### src/rtl/rv_pkg.sv
// rv_pkg: definitions shared across the barrel RV32I core.
//   - Default thread-count parameters, shared with mt_pc.
//   - Branch-condition encodings (funct3) used by br_cmp.
// No ports (package).
package rv_pkg;

  localparam int NUM_THREADS_DEF  = 8;
  localparam int BITS_THREADS_DEF = $clog2(NUM_THREADS_DEF);

  typedef enum logic [2:0] {
    BR_EQ  = 3'b000,
    BR_NE  = 3'b001,
    BR_LT  = 3'b100,
    BR_GE  = 3'b101,
    BR_LTU = 3'b110,
    BR_GEU = 3'b111
  } br_funct3_e;

endpackage

### src/rtl/br_cmp.sv
// br_cmp: combinational branch-condition evaluator.
// Ports:
//   i_rs1, i_rs2  in  DATA_WIDTH  operands
//   i_funct3      in  3           branch condition (rv_pkg::br_funct3_e)
//   o_cond        out 1           condition holds; encodings 010/011 never hold
module br_cmp
  import rv_pkg::*;
#(
  parameter int DATA_WIDTH = 32
) (
  input  logic [DATA_WIDTH-1:0] i_rs1,
  input  logic [DATA_WIDTH-1:0] i_rs2,
  input  logic [2:0]            i_funct3,
  output logic                  o_cond
);

  logic w_eq;
  logic w_lt;
  logic w_ltu;

  assign w_eq  = (i_rs1 == i_rs2);
  assign w_lt  = ($signed(i_rs1) < $signed(i_rs2));
  assign w_ltu = (i_rs1 < i_rs2);

  always_comb begin
    o_cond = 1'b0;
    case (i_funct3)
      BR_EQ:   o_cond = w_eq;
      BR_NE:   o_cond = ~w_eq;
      BR_LT:   o_cond = w_lt;
      BR_GE:   o_cond = ~w_lt;
      BR_LTU:  o_cond = w_ltu;
      BR_GEU:  o_cond = ~w_ltu;
      default: o_cond = 1'b0;
    endcase
  end

endmodule

### src/rtl/mt_branch_unit.sv
// mt_branch_unit: execute-stage branch/jump resolver for the barrel RV32I core.
// Drives the fetch redirect (pc_src_e/branch_tid_e/pc_target_e) into mt_pc one
// cycle after resolve and keeps a per-thread epoch bit that flips on every
// redirect, so in-flight instructions of that thread fetched before the
// redirect arrive with a stale tag and are squashed.
// Ports:
//   clk, rst                 clock (rising edge), async active-high reset
//   valid_e, tid_e, epoch_e  execute-slot instruction, its thread and epoch tag
//   branch_e/jump_e/jalr_e   instruction class (priority jalr > jal > branch)
//   funct3_e, rs1_e, rs2_e   branch condition and forwarded operands
//   pc_e, imm_e              instruction PC and sign-extended immediate
//   pc_src_e, branch_tid_e, pc_target_e   registered redirect
//   squash_e                 execute-slot instruction carries a stale epoch
//   epoch_q                  current epoch bit per thread
// Optional feature (macro BRANCH_STATS_EN): per-thread saturating taken
// counters with a combinational read port stat_tid/stat_count.
module mt_branch_unit
  import rv_pkg::*;
#(
  parameter int NUM_THREADS   = NUM_THREADS_DEF,
  parameter int BITS_THREADS  = $clog2(NUM_THREADS),
  parameter int ADDRESS_WIDTH = 32,
  parameter int DATA_WIDTH    = 32,
  parameter int STAT_WIDTH    = 16
) (
  input  logic                     clk,
  input  logic                     rst,
  input  logic                     valid_e,
  input  logic [BITS_THREADS-1:0]  tid_e,
  input  logic                     epoch_e,
  input  logic                     branch_e,
  input  logic                     jump_e,
  input  logic                     jalr_e,
  input  logic [2:0]               funct3_e,
  input  logic [DATA_WIDTH-1:0]    rs1_e,
  input  logic [DATA_WIDTH-1:0]    rs2_e,
  input  logic [ADDRESS_WIDTH-1:0] pc_e,
  input  logic [ADDRESS_WIDTH-1:0] imm_e,
`ifdef BRANCH_STATS_EN
  input  logic [BITS_THREADS-1:0]  stat_tid,
  output logic [STAT_WIDTH-1:0]    stat_count,
`endif
  output logic                     pc_src_e,
  output logic [BITS_THREADS-1:0]  branch_tid_e,
  output logic [ADDRESS_WIDTH-1:0] pc_target_e,
  output logic                     squash_e,
  output logic [NUM_THREADS-1:0]   epoch_q
);

  logic                     r_pc_src;
  logic [BITS_THREADS-1:0]  r_branch_tid;
  logic [ADDRESS_WIDTH-1:0] r_pc_target;
  logic [NUM_THREADS-1:0]   r_epoch;

  logic                     w_live;
  logic                     w_cond;
  logic                     w_taken;
  logic [ADDRESS_WIDTH-1:0] w_jalr_sum;
  logic [ADDRESS_WIDTH-1:0] w_target;

  br_cmp #(
    .DATA_WIDTH (DATA_WIDTH)
  ) u_br_cmp (
    .i_rs1    (rs1_e),
    .i_rs2    (rs2_e),
    .i_funct3 (funct3_e),
    .o_cond   (w_cond)
  );

  assign w_live   = valid_e & (epoch_e == r_epoch[tid_e]);
  assign squash_e = valid_e & ~w_live;
  assign w_taken  = w_live & (jump_e | jalr_e | (branch_e & w_cond));

  // JALR clears bit 0 of the sum; JAL and branches are PC-relative.
  // Additions wrap at ADDRESS_WIDTH bits.
  assign w_jalr_sum = ADDRESS_WIDTH'(rs1_e) + imm_e;
  assign w_target   = jalr_e ? (w_jalr_sum & ~ADDRESS_WIDTH'(1)) : (pc_e + imm_e);

  always_ff @(posedge clk or posedge rst) begin
    if (rst) begin
      r_pc_src     <= 1'b0;
      r_branch_tid <= '0;
      r_pc_target  <= '0;
      r_epoch      <= '0;
    end else begin
      r_pc_src <= w_taken;
      if (w_taken) begin
        r_branch_tid   <= tid_e;
        r_pc_target    <= w_target;
        r_epoch[tid_e] <= ~r_epoch[tid_e];
      end
    end
  end

  assign pc_src_e     = r_pc_src;
  assign branch_tid_e = r_branch_tid;
  assign pc_target_e  = r_pc_target;
  assign epoch_q      = r_epoch;

`ifdef BRANCH_STATS_EN
  logic [STAT_WIDTH-1:0] r_stat_cnt [NUM_THREADS];

  // Counter advances on the same edge that registers the redirect.
  always_ff @(posedge clk or posedge rst) begin
    if (rst) begin
      for (int i = 0; i < NUM_THREADS; i++) r_stat_cnt[i] <= '0;
    end else if (w_taken && (r_stat_cnt[tid_e] != {STAT_WIDTH{1'b1}})) begin
      r_stat_cnt[tid_e] <= r_stat_cnt[tid_e] + STAT_WIDTH'(1);
    end
  end

  assign stat_count = r_stat_cnt[stat_tid];
`endif

endmodule

### config.mk
export PLATFORM = sky130hd
export DESIGN_NAME = mt_branch_unit
export DESIGN_NICKNAME = d
export VERILOG_FILES = /design/src/rtl/rv_pkg.sv /design/src/rtl/br_cmp.sv /design/src/rtl/mt_branch_unit.sv
export SDC_FILE = /design/constraint.sdc
export NUM_CORES = 1
export LEC_CHECK = 0
export CORE_ASPECT_RATIO = 0.75
export CORE_MARGIN = 2
export CORE_UTILIZATION = 40
export DETAILED_ROUTE_END_ITERATION = 10
export GPL_TIMING_DRIVEN = 0
export PLACE_DENSITY = 0.79
export SYNTH_ARGS = -nofsm -noshare
export SYNTH_HDL_FRONTEND = slang
export SYNTH_SLANG_ARGS = --single-unit
### constraint.sdc
create_clock -name clk -period 2.8 [get_ports clk]
set_input_delay 0.7 -clock clk [delete_from_list [all_inputs] [get_ports clk]]
set_output_delay 0.7 -clock clk [all_outputs]
set_load 0.01 [all_outputs]
# After elaboration in Yosys (flattened, before gate mapping)
# Cells that the tools add are included.
# Widths: inputs -> output; s select.
[op_classes]
muxes = 7
magnitude_cmp = 4
n_reduce_logical = 2
n_bitwise = 11
n_addsub = 2
n_eq_ne = 7
[op_table]
columns = ["op", "n"]
rows = [
  ["$add 32x32->32", 2],
  ["$lt 32x32->1", 2],
  ["$eq 32x32->1", 1],
  ["$mux 32", 1],
  ["$eq 3x3->1 const B", 4],
  ["$bwmux 8", 1],
  ["$pmux 1 s6", 1],
  ["$not 1->1", 5],
  ["$and 1x1->1", 4],
  ["$lt 3x4->1 const B", 1],
  ["$bmux 1 s3", 1],
  ["$demux 1 s3", 1],
  ["$eq 3x1->1 const B", 1],
  ["$ge 3x1->1 const B", 1],
  ["$logic_not 3->1", 1],
  ["$mux 1", 2],
  ["$or 1x1->1", 2],
  ["$eq 1x1->1", 1],
  ["$logic_and 1x1->1", 1],
]
[word_totals]
output_inout_bits = 45
reg_bits = 44
inputBits = 141
wordCells = 37

# Depth between registers and ports, before layout
[logic_depth]
ltp_word = 6
mapped_depth = 14

# Hierarchy
# A second synthesis with hierarchy kept.
[hier_totals]
hier_cells = 764
hier_area_um2 = 5975.7
[modules_own_cells]
columns = ["mod", "seq_area_each_um2", "area_per_inst_um2", "instances", "cells_per_inst"]
rows = [
  ["mt_branch_unit", 1101.1, 5111.2, 1, 644],
  ["br_cmp", 0.0, 864.6, 1, 120],
]

# Least setup slack after synthesis
# Ideal clock, no wire load.
[synth_path]
path_kind = "input to register"
from = "in rs2_e[23]"
to = "reg r_epoch[3], in the netlist epoch_q[3]"
setup_slack_ns = -0.626
cell_stages = 13
arrival_ns = 3.301
required_time_ns = 2.675
setup_ns = 0.125
cell_sequence = "inv_1 > ha_1 > nand4_1 > nor4_2 > a31oi_1 > or4_1 > or3_1 > o211ai_1 > or2_1 > buf_6 > inv_4 > and4b_1 > mux2_4"
[synth_via]
elab_chain_len = 6
[synth_lines]
columns = ["item", "line", "rtl"]
rows = [
  ["start, declared", "mt_branch_unit.sv:36", "input logic [DATA_WIDTH-1:0] rs2_e,"],
  ["$lt 32x32->1, or another cell as far along", "br_cmp.sv:23", "assign w_ltu = (i_rs1 < i_rs2);"],
  ["$not 1->1, on equally long branches", "br_cmp.sv:33, br_cmp.sv:29, br_cmp.sv:31", ""],
  ["$pmux 1 s6 (*)", "br_cmp.sv:27", "case (i_funct3)"],
  ["$and 1x1->1 (*)", "mt_branch_unit.sv:72", "assign w_taken = w_live & (jump_e | jalr_e | (branch_e & w_cond));"],
  ["$or 1x1->1 (*)", "mt_branch_unit.sv:72", ""],
  ["$and 1x1->1 (*)", "mt_branch_unit.sv:72", ""],
  ["end signal, assigned by index", "mt_branch_unit.sv:90", "r_epoch[tid_e] <= ~r_epoch[tid_e];"],
  ["end, declared", "mt_branch_unit.sv:53", "logic [NUM_THREADS-1:0] r_epoch;"],
]
# Every way passes the cells marked *; elsewhere a longest branch is shown, timed or not.
# A chain may end at the register's enable or synchronous reset.

# Worst setup path after layout
[layout_path]
from = "in rs2_e[15]"
to = "reg r_epoch[3], in the netlist epoch_q[3]"
# Same word-level chain as after synthesis.

==> flow_summary_export.csv <==
group,metric,value,unit
status,status,"finished with violations",
status,failed_checks,"negative setup slack",
route,drt_iter0_drc,638,
timing,drv_slew,0,
clock_tree,cts_max_level,2,
synthesis,synth-seq-area-share,18.3,%
layout,fin_cells,1195,
timing,hold_viol,0,
timing,tightest_slew,0.794,ns
layout,fin_nets,1230,
synthesis,synth_edf_count,0,
floorplanning,die_x,145,um
layout,layout_common_cells,"clkdlybuf4s50_1 (108), nand2_1 (68), nor2_1 (61)",
floorplanning,die_area,16000,um^2
clock_tree,cts_tree,"yes",
route,wirelength,22.5,mm
route,wl_per_cell,18.9,um
route,antenna_left,0,
layout,fill_cells,1234,
timing,setup_ws,-0.578,ns
pwr,clock_power_share,14.6,%
run,maxCapViolCount,0,
synthesis,yosysWarnings,0,
setup_path,path_cells,"clkdlybuf4s15_1, inv_1, ha_4, nand4_1, buf_6, nor2_4, a221o_1, o31a_1, or3_1, o211ai_1, or2_1, buf_6, inv_8, and4b_1, mux2_4",
setup_path,critical_path_required,2.97,ns
clock_tree,clock_path_buffers,2,
setup_path,worstSetupStartpoint,"rs2_e[15]",
clock_tree,postCtsHoldBufs,0,
clock_tree,numCtsBuffers,5,
synthesis,avgSynthCellArea,7.80,um^2
pwr,power_frac_comb,60.3,%
global_routing,grt_use_total,27.0,%
layout,areaGrowthSynthToFinish,56.8,%
placement,portBuffers,184,
synthesis,synth_fa_ha_area_share,20.1,%
pwr,swShare,38.7,%
clock_tree,root_buffer,"clkbuf_16",
pwr,p_per_area,500,nW/um^2
synthesis,synth-simple-area-share,19.5,%
pwr,p_seq_share,25.1,%
global_routing,grt_overflow,0,
clock_tree,clk-insertion-delay-late,0.29,ns
synthesis,synth_cells,770,
clock_tree,cts.clk_slew.worst_paths,0.06,ns
floorplanning,die_h,110,um
layout,mostFrequentLayoutCell,"clkdlybuf4s50_1",
floorplanning,rows,38,
setup_path,endpoint_kind,"register",
setup_path,worstSetupStartpointType,"input port",
setup_path,cp_slowest_cell,"a221o_1",
timing,setup_viol,44,
synthesis,synthMuxAreaShare,3.17,%
synthesis,synth_top_family_by_area,"compound AO/OA/AOI/OAI gates",
placement,hpwlAfterDp,16.8,mm
global_routing,grt_pass1_wl,34.7,mm
route,vias,6979,
timing,finalClockSkew,0.00223,ns
global_routing,grt_max_degree,26,
pwr,ir_drop,0.272,mV
synthesis,synth_top_cell_by_area,"ha_1",
synthesis,netlist_top_cells_area,"ha_1 (19%), dfrtp_1 (18%), a21oi_1 (6.1%), o21ai_0 (4.7%), nand2_1 (4.4%)",
global_routing,antenna_found_initial,0,
timing,hold_ws,0.482,ns
synthesis,yosysUniqueCellTypes,68,
setup_path,worstSetupPathType,"input port to register",
floorplanning,coreArea,14500,um^2
pwr,p_int,2880,uW
synthesis,synth_xor_area_share,5.84,%
timing,period_share,121,%
timing,max_freq,0.296,GHz
synthesis,yosysTopAreaCellShare,19.4,%
pwr,switchingPower,1820,uW
timing,min_period,3.38,ns
layout,antenna_cells,0,
synthesis,synth_seq_cells,44,
synthesis,synth.cell_area,6000,um^2
synthesis,async_flop_share,100,%
route,routed_via_density,5.84,
min_path,min_from,"branch_tid_e[2]",
floorplanning,floorplan.initialDensity,41.3,%
floorplanning,num_io_pins,186,
pwr,power.static_leakage,0.00408,uW
setup_path,crit_path_frequent_cell,"buf_6",
route,drt-pass1-iter-count,7,
global_routing,grt_pass1_vias,6642,
placement,dp_cells,1155,
setup_path,cp_max_fo,6,
route,drc,0,
timing,timing.slew.headroom,47.1,%
synthesis,synth_nets,1006,
placement,gp_congestion,0.916,
layout,drive_gt1_share,23.6,%
pwr,finalPower,4700,uW
setup_path,arrival,3.55,ns
timing,rsz0062_at_grt,"true",
min_path,worstHoldPathType,"register to register",
clock_tree,cts_sinks,44,
setup_path,critPathMaxStageDelay,0.38,ns
setup_path,reg2reg_from,"epoch_q[1]",
synthesis,synth-compound-area-share,27.9,%
synthesis,ys.flop_type,"dfrtp_1",
cells in the mapped netlist (4+ instances only):
master,count
a211oi_1,9
a21o_1,29
a21oi_1,73
a31oi_1,9
and3_1,5
clkbuf_1,15
dfrtp_1,44
ha_1,93
inv_1,51
mux2_2,12
mux2i_1,4
nand2_1,71
nand2b_1,6
nand3_1,15
nand3b_1,4
nand4_1,19
nor2_1,65
nor2b_1,12
nor3_1,20
nor4b_1,5
o211ai_1,11
o21a_1,15
o21ai_0,56
o21bai_1,7
o31a_1,5
xnor2_1,25
xor2_1,15
metal layers:
layer  share of wire, %  track usage (%)  vias to the layer above
met5                  0                0                        -
met4                1.7             5.88                        0
met3                8.3             4.77                       38
met2                 46             45.5                      340
met1                 44             36.7                     3291
li1                   -                -                     3310
power by group through the flow:
stage | sequential (uW) | combinational [uW] | clock (uW)
floorplan | 1260 | 1170 | 0
global placement | 1170 | 2450 | 0
detailed placement | 1180 | 2490 | 0
CTS | 1180 | 2710 | 690
global route | 1210 | 3040 | 710
finish | 1180 | 2840 | 686
through the flow:
| step | area, um^2 | utilization [%] | TNS [ns] | setup WS (ns) |
|---|---|---|---|---|
| 6_report | 9410 | 64.7 | -21.37 | -0.578 |
| 3_3_place_gp | 8240 | 56.6 | -67.24 | -1.60 |
| 5_1_grt | 9410 | 64.7 | -26.73 | -0.700 |
| 3_5_place_dp | 8260 | 56.8 | -69.01 | -1.66 |
| 4_1_cts | 9230 | 63.5 | -20.78 | -0.559 |
| 2_1_floorplan | 6150 | - | -17.76 | -0.559 |
worst max-delay path, delay by kind of cell:
kind	cells	cell delay (ns)
AO/OA/AOI/OAI	3	0.90
adder cells (fa/ha/maj)	1	0.21
buffers and inverters	5	0.61
multiplexers	1	0.29
AND/OR/NAND/NOR	5	0.83
registers in the layout, summed over array words and instances, names as in the netlist:
| signal | flops |
|---|---|
| pc_target_e | 32 |
| epoch_q | 8 |
| branch_tid_e | 3 |
| pc_src_e | 1 |
kinds of logic after synthesis:
kind of cell,Yosys count
compound gates,258
fa+ha+maj,95
flops,44
mux,17
simple gates,241
buf+inv,75
xor+xnor,40
final timing paths:
kind                       slack [ns]  cells after the start              end
setup / recovery                -0.58                     15       epoch_q[3]
hold / removal                   0.48                      2  branch_tid_e[2]
setup reg to reg                 0.05                     11       epoch_q[1]
hold reg to reg                  0.48                      2  branch_tid_e[2]
max in group asynchronous        1.53                      3  pc_target_e[19]
min in group asynchronous        0.76                      2       epoch_q[7]
cell type report:
cell class                 instances  area, um^2  share of cell area, %
buffer                            21         174                   1.85
clock buffer                       5         125                   1.33
clock inverter                     3        46.3                  0.492
inverter                          52         223                   2.37
multi-input combinational        651        5400                   57.4
sequential                        44        1100                   11.7
tap                              200         250                   2.66
timing repair buffer             218        2090                   22.2
timing repair inverter             1        6.26                 0.0665
timing repair:
item | CTS | global route
buffers inserted | 26 | 6
pin swaps | 72 | 21
cloned | 2 | 0
gates resized for setup | 326 | 52
endpoints found under the setup margin | 45 | 45
No activity file was read; power rests on OpenSTA's default activity.
